`src/rtl/dcache_miss_ctrl_if.sv`:
```
// Bus bundle for the dcache miss controller: lookup handshake, tag RAM
// access, line fill handshake and invalidate-all command.
interface dcache_miss_ctrl_if #(
   parameter int AWID = 32
);
   logic                       req_valid;
   logic [AWID-1:0]            req_adr;
   logic                       req_ready;
   logic                       resp_valid;
   logic                       resp_hit;
   logic [1:0]                 resp_way;
   logic [6:0]                 tag_ndx;
   logic [3:0][AWID-7:0]       tag_rd;
   logic                       tag_wr;
   logic [AWID-1:0]            tag_adr;
   logic [1:0]                 tag_way;
   logic                       fill_req;
   logic [AWID-1:0]            fill_adr;
   logic                       fill_ack;
   logic                       inval_req;
   logic                       inval_done;

   // master: requester / memory side; slave: the miss controller
   modport master (
      output req_valid, req_adr, tag_rd, fill_ack, inval_req,
      input  req_ready, resp_valid, resp_hit, resp_way, tag_ndx,
             tag_wr, tag_adr, tag_way, fill_req, fill_adr, inval_done
   );
   modport slave (
      input  req_valid, req_adr, tag_rd, fill_ack, inval_req,
      output req_ready, resp_valid, resp_hit, resp_way, tag_ndx,
             tag_wr, tag_adr, tag_way, fill_req, fill_adr, inval_done
   );
endinterface

```
`src/rtl/dcache_miss_ctrl.sv`:
```
// 4-way data cache miss controller: tag lookup, victim selection (invalid
// first, then per-set round robin), line fill, tag update, invalidate-all.
module dcache_miss_ctrl #(
   parameter int LINES = 128,
   parameter int WAYS  = 4,
   parameter int AWID  = 32
) (
   input  logic              clk,
   input  logic              rst_n,
   dcache_miss_ctrl_if.slave bus
);
   localparam int IW = $clog2(LINES);

   typedef enum logic [2:0] {IDLE, LOOKUP, FILL, UPDATE, INVAL} state_t;

   state_t                   state, state_nx;
   logic [AWID-1:0]          adr_q;
   logic [1:0]               victim;
   logic                     victim_rr;
   logic [IW-1:0]            cnt;
   logic [WAYS-1:0][LINES-1:0] valid;
   logic [LINES-1:0][1:0]    rr;

   logic [IW-1:0]            ndx;
   logic [WAYS-1:0]          hit_vec, inv_vec;
   logic                     hit;
   logic [1:0]               hit_way, lk_victim;
   logic                     lk_from_rr;

   assign ndx = adr_q[7 +: IW];

   for (genvar w = 0; w < WAYS; w++) begin : g_way
      assign hit_vec[w] = valid[w][ndx] && (bus.tag_rd[w] == adr_q[AWID-1:6]);
      assign inv_vec[w] = !valid[w][ndx];
   end

   // Lowest way wins for both hit resolution and invalid-way victim pick
   always_comb begin
      hit        = |hit_vec;
      hit_way    = 2'd0;
      lk_victim  = rr[ndx];
      lk_from_rr = 1'b1;
      for (int w = WAYS-1; w >= 0; w--) begin
         if (hit_vec[w]) hit_way = 2'(w);
         if (inv_vec[w]) begin
            lk_victim  = 2'(w);
            lk_from_rr = 1'b0;
         end
      end
   end

   always_ff @(posedge clk or negedge rst_n) begin
      if (!rst_n) state <= IDLE;
      else        state <= state_nx;
   end

   always_comb begin
      state_nx = state;
      case (state)
         IDLE:    if (bus.inval_req)      state_nx = INVAL;
                  else if (bus.req_valid) state_nx = LOOKUP;
         LOOKUP:  state_nx = hit ? IDLE : FILL;
         FILL:    if (bus.fill_ack) state_nx = UPDATE;
         UPDATE:  state_nx = IDLE;
         INVAL:   if (cnt == '1) state_nx = IDLE;
         default: state_nx = IDLE;
      endcase
   end

   // Outputs are forced quiet while reset is held, even though state is IDLE
   always_comb begin
      bus.req_ready  = 1'b0;
      bus.resp_valid = 1'b0;
      bus.resp_hit   = 1'b0;
      bus.resp_way   = 2'd0;
      bus.tag_ndx    = '0;
      bus.tag_wr     = 1'b0;
      bus.tag_adr    = '0;
      bus.tag_way    = 2'd0;
      bus.fill_req   = 1'b0;
      bus.fill_adr   = '0;
      bus.inval_done = 1'b0;
      if (rst_n) begin
         case (state)
            IDLE: begin
               bus.req_ready = !bus.inval_req;
               bus.tag_ndx   = bus.req_adr[7 +: IW];
            end
            LOOKUP: begin
               bus.tag_ndx = ndx;
               if (hit) begin
                  bus.resp_valid = 1'b1;
                  bus.resp_hit   = 1'b1;
                  bus.resp_way   = hit_way;
               end
            end
            FILL: begin
               bus.tag_ndx  = ndx;
               bus.fill_req = 1'b1;
               bus.fill_adr = {adr_q[AWID-1:6], 6'b0};
            end
            UPDATE: begin
               bus.tag_ndx    = ndx;
               bus.tag_wr     = 1'b1;
               bus.tag_adr    = adr_q;
               bus.tag_way    = victim;
               bus.resp_valid = 1'b1;
               bus.resp_way   = victim;
            end
            INVAL: begin
               bus.tag_ndx    = cnt;
               bus.inval_done = (cnt == '1);
            end
            default: ;
         endcase
      end
   end

   always_ff @(posedge clk or negedge rst_n) begin
      if (!rst_n) begin
         adr_q     <= '0;
         victim    <= 2'd0;
         victim_rr <= 1'b0;
         cnt       <= '0;
         valid     <= '0;
         rr        <= '0;
      end else begin
         case (state)
            IDLE: if (!bus.inval_req && bus.req_valid) adr_q <= bus.req_adr;
            LOOKUP: if (!hit) begin
               victim    <= lk_victim;
               victim_rr <= lk_from_rr;
            end
            UPDATE: begin
               valid[victim][ndx] <= 1'b1;
               if (victim_rr) rr[ndx] <= rr[ndx] + 2'd1;
            end
            INVAL: begin
               for (int w = 0; w < WAYS; w++) valid[w][cnt] <= 1'b0;
               cnt <= cnt + 1'b1;
               if (cnt == '1) rr <= '0;
            end
            default: ;
         endcase
      end
   end
endmodule
```
`src/flat_wrapper.sv`:
```
// flat-port wrapper written by rule: the top's interface ports become plain ports
module dcache_miss_ctrl_flat 
#(
   parameter int LINES = 128,
   parameter int WAYS  = 4,
   parameter int AWID  = 32
)
  (clk, rst_n, bus_req_valid, bus_req_adr, bus_tag_rd, bus_fill_ack, bus_inval_req, bus_req_ready, bus_resp_valid, bus_resp_hit, bus_resp_way, bus_tag_ndx, bus_tag_wr, bus_tag_adr, bus_tag_way, bus_fill_req, bus_fill_adr, bus_inval_done);
  dcache_miss_ctrl_if #(.AWID(AWID)) bus_i ();
  input  logic clk;
  input  logic rst_n;
  input wire logic [$bits(bus_i.req_valid)-1:0] bus_req_valid;
  input wire logic [$bits(bus_i.req_adr)-1:0] bus_req_adr;
  input wire logic [$bits(bus_i.tag_rd)-1:0] bus_tag_rd;
  input wire logic [$bits(bus_i.fill_ack)-1:0] bus_fill_ack;
  input wire logic [$bits(bus_i.inval_req)-1:0] bus_inval_req;
  output wire logic [$bits(bus_i.req_ready)-1:0] bus_req_ready;
  output wire logic [$bits(bus_i.resp_valid)-1:0] bus_resp_valid;
  output wire logic [$bits(bus_i.resp_hit)-1:0] bus_resp_hit;
  output wire logic [$bits(bus_i.resp_way)-1:0] bus_resp_way;
  output wire logic [$bits(bus_i.tag_ndx)-1:0] bus_tag_ndx;
  output wire logic [$bits(bus_i.tag_wr)-1:0] bus_tag_wr;
  output wire logic [$bits(bus_i.tag_adr)-1:0] bus_tag_adr;
  output wire logic [$bits(bus_i.tag_way)-1:0] bus_tag_way;
  output wire logic [$bits(bus_i.fill_req)-1:0] bus_fill_req;
  output wire logic [$bits(bus_i.fill_adr)-1:0] bus_fill_adr;
  output wire logic [$bits(bus_i.inval_done)-1:0] bus_inval_done;
  assign bus_i.req_valid = bus_req_valid;
  assign bus_i.req_adr = bus_req_adr;
  assign bus_i.tag_rd = bus_tag_rd;
  assign bus_i.fill_ack = bus_fill_ack;
  assign bus_i.inval_req = bus_inval_req;
  assign bus_req_ready = bus_i.req_ready;
  assign bus_resp_valid = bus_i.resp_valid;
  assign bus_resp_hit = bus_i.resp_hit;
  assign bus_resp_way = bus_i.resp_way;
  assign bus_tag_ndx = bus_i.tag_ndx;
  assign bus_tag_wr = bus_i.tag_wr;
  assign bus_tag_adr = bus_i.tag_adr;
  assign bus_tag_way = bus_i.tag_way;
  assign bus_fill_req = bus_i.fill_req;
  assign bus_fill_adr = bus_i.fill_adr;
  assign bus_inval_done = bus_i.inval_done;
  dcache_miss_ctrl #(.LINES(LINES), .WAYS(WAYS), .AWID(AWID)) u_core (.clk(clk), .rst_n(rst_n), .bus(bus_i));
endmodule
```
`config.mk`:
```
export PLATFORM = sky130hd
export DESIGN_NAME = dcache_miss_ctrl_flat
export DESIGN_NICKNAME = d
export VERILOG_FILES = /design/src/rtl/dcache_miss_ctrl_if.sv /design/src/rtl/dcache_miss_ctrl.sv /design/src/flat_wrapper.sv
export SDC_FILE = /design/constraint.sdc
export NUM_CORES = 2
export LEC_CHECK = 0
export CORE_MARGIN = 10
export CORE_UTILIZATION = 34
export DETAILED_ROUTE_END_ITERATION = 10
export SYNTH_ARGS = -nofsm -noshare
export SYNTH_HDL_FRONTEND = slang
export SYNTH_SLANG_ARGS = --single-unit
```
`constraint.sdc`:
```
create_clock -name clk -period 5.5 [get_ports clk]
set_input_delay 0.825 -clock clk [delete_from_list [all_inputs] [get_ports clk]]
set_output_delay 0.825 -clock clk [all_outputs]
set_load 0.005 [all_outputs]
```
==> impl_metrics.toml <==
[outcome]
status = "complete, but fails checks"
violations = "negative setup slack"

[cts]
numCtsBuffers = 91
htreeDepth = 3
cts_tree = "done"
worstSkewPairLatency_ns = 0.69
path_clk_slew_ns = 0.06
cts_buffer_depth = 3
cts.sinks = 813
clockRootBuffer = "clkbuf_16"

[die]
die_h_microns = 363
die_area_sq_mm = 0.132
fp.dieW_microns = 363
start_util = 0.344
rows = 125
io_pins = 222
core_sq_mm = 0.117

[placement]
pre_cts_ws_ns = 0.0174
portBuffers = 215
hpwl_microns = 112000
gp_congestion = 0.977
dp.cells = 5272

[detailed_routing]
via_count = 34900
wl_per_cell_microns = 31.1
viasPerCell = 6.39
ant_nets = 0
drc_errors = 0
wirelength_microns = 170000
drt_iter0_drc = 4902
first_pass_iters = 8

[critical_path]
worst_path_max_delay_cell = "dfrtp_1"
crit_required_ns = 4.68
reg2reg_to = "u_core.rr[249]$_DFFE_PN0P_"
cp-start-kind = "flip-flop"
cp_cell_sequence = "xor2_1, nor4_1, nand3_1, nor4_1, nand3_2, and4b_1, nor3_4, buf_4, clkdlybuf4s50_1"
r2r_setup_slack_ns = 1.05
cp.arrival_ns = 4.75
worstSetupEndpointType = "output pin"
reg2reg_from = "u_core.adr_q[9]$_DFFE_PN0P_"
worstPathMaxFanout = 9
cpMostUsedCell = "nor4_1"
r2r_cells = 12
critical_path.max_stage_delay_ns = 0.95
critPathKind = "flip-flop to output pin"

[yosys]
yosys_warnings = 0
synthXorXnorAreaFrac = 0.0243
ys.flop_type = "dfrtp_1"
synth_top_family_by_area = "compound AO/OA/AOI/OAI gates"
syn_area_sq_mm = 0.0401
async_flop_share = 1.00
synth_edf_count = 0
synthAdderAreaFrac = 0.000312
synthMuxAreaShare = 0.0823
yosysUniqueCellTypes = 95
synthSimpleGateAreaFrac = 0.124
synth_compound_area_frac = 0.211
syn_avg_cell_area_sq_um = 10.9
ys_ff_latch = 813
synthCells = 3693
seq_area_frac_synth = 0.508

[cells_and_area]
fin_util = 0.407
fin_cells = 5459
mostFrequentLayoutCells = "810 x dfrtp_1, 327 x nand2_1, 299 x nand3_1"
layout-drive-gt1-share = 0.149
syn_to_final_growth_pct = 18.4
antenna_cells = 0
layout_commonest_cell = "dfrtp_1"
nets = 4003

[timing]
max_freq_mhz = 179
min_period_ns = 5.57
setup_viol = 3
tns_ns = -0.121
max_slew_margin = 0.0405
slew_violations = 0
tightestPinTransition_ns = 1.43
worst_slack_ns = -0.0726
finalCritPeriodShare = 1.01
fin_worst_skew_ns = 0.0490
rsz0062_at_grt = "true"
hold_violations = 0

[min_path]
min_path_cells = 1
worstHoldStart = "u_core.valid[460]$_DFFE_PN0P_"
hold_path_end = "u_core.valid[460]$_DFFE_PN0P_"
hp-class = "flip-flop to flip-flop"

[global_routing]
grt_first_pass_wirelength_microns = 244000
grt_max_degree = 145
antenna_found_initial = 3
grt_pass1_vias = 33900
grt.overflow.total = 0
track_usage = 0.247

[pwr]
peakVddDrop_v = 0.000638
power_density_mw_per_mm2 = 484
p_leak_nw = 20.0

[run]
maxCapViolations = 0
-- kinds of logic after synthesis --
| family | count (synthesis) |
|---|---|
| other | 1 |
| DFF | 813 |
| adders and majority gates | 1 |
| and+or+nand+nor | 1047 |
| xor gates and xnor gates | 111 |
| muxes | 221 |
| AOI/OAI and AO/OA | 1117 |
| buffers and inverters | 382 |
-- state kept, by name (all words and copies together), names as in the netlist --
signal and count:
u_core.valid 512, u_core.rr 256, u_core.adr_q 32, u_core.cnt 7, u_core.state 3, u_core.victim 2
u_core.victim_rr 1
-- synthesized netlist by cell type, types with 25 or more instances --
cell type	instances	share of area
a22o_1	267	0.058
xnor2_1	70	0.015
a32o_1	199	0.050
a221o_1	26	0.0065
xor2_1	41	0.0090
clkbuf_1	239	0.022
a22oi_1	38	0.0071
and2_1	50	0.0078
nand2_1	329	0.031
a31oi_1	54	0.0084
a21oi_1	62	0.0077
buf_6	27	0.0076
dfrtp_1	813	0.51
buf_2	30	0.0037
nor3_1	57	0.0071
nand3_1	299	0.037
o21ai_0	293	0.037
a221oi_1	37	0.0081
nor2_1	175	0.016
mux4_2	58	0.033
buf_4	25	0.0047
mux2i_1	62	0.015
mux2_2	82	0.023
-- worst max-delay path, delay by kind of cell (launching register included) --
family                    cells  cell delay [ns]
xor gates and xnor gates      1             0.16
buffers and inverters         2             0.66
DFF                           1             0.95
and+or+nand+nor               6             2.30
-- per-layer routing --
layer  up-vias  routed length, microns  global-route usage  share of wire
met5         -                      24                   0        0.00014
li1      14300                       -                   -              -
met2      2412                   72700               0.370           0.43
met1     17600                   66500               0.317           0.39
met3       562                   19700              0.0713           0.12
met4         4                   11100               0.138          0.065
-- final cells by class --
class                      instances  area [sq um]
clock buffer                     142          2750
fill                           11100         69200
inverter                          23          87.6
clock inverter                    25           267
multi-input combinational       2503         18000
sequential                       813         20400
timing repair buffer             429          4080
tap                             1524          1910
-- where the power goes --
part	leakage, nW	switching [W]	internal (W)
registers	11.3	0.000628	0.00630
logic	7.25	0.00683	0.00297
clock network	1.48	0.00263	0.00362
total	20.0	0.0101	0.0129
-- through the flow --
stage	cell area [sq um]	power [W]	hold WS, ns
floorplan	40100	0.0121	0.444
global placement	44100	0.0160	0.468
detailed placement	44100	0.0161	0.476
CTS	47200	0.0224	0.490
global route	47500	0.0234	0.497
finish	47500	0.0230	0.488
-- repair_timing --
action | CTS | global route
resized for setup | 6 | 26
endpoints found under the setup margin | 3 | 4
hold buffers | 1 | 0
hold endpoints to repair | 11 | 0
buffers inserted | 7 | 11
pin swaps | 0 | 6
gates cloned | 0 | 1
-- worst max-delay path by stage --
stage,startpoint,end,slack [ns],cells past startpoint
after CTS,u_core.adr_q[7]$_DFFE_PN0P_,bus_resp_hit,-0.05,9
final,u_core.adr_q[13]$_DFFE_PN0P_,bus_resp_hit,-0.07,9
after floorplan,u_core.adr_q[8]$_DFFE_PN0P_,bus_resp_hit,2.01,15
after global placement,bus_tag_rd[66],bus_resp_hit,0.02,9
after global routing,u_core.adr_q[8]$_DFFE_PN0P_,bus_resp_hit,-0.04,12
after detailed placement,bus_tag_rd[66],bus_resp_hit,0.02,9
Note: power is estimated with default switching activity, not from simulation.
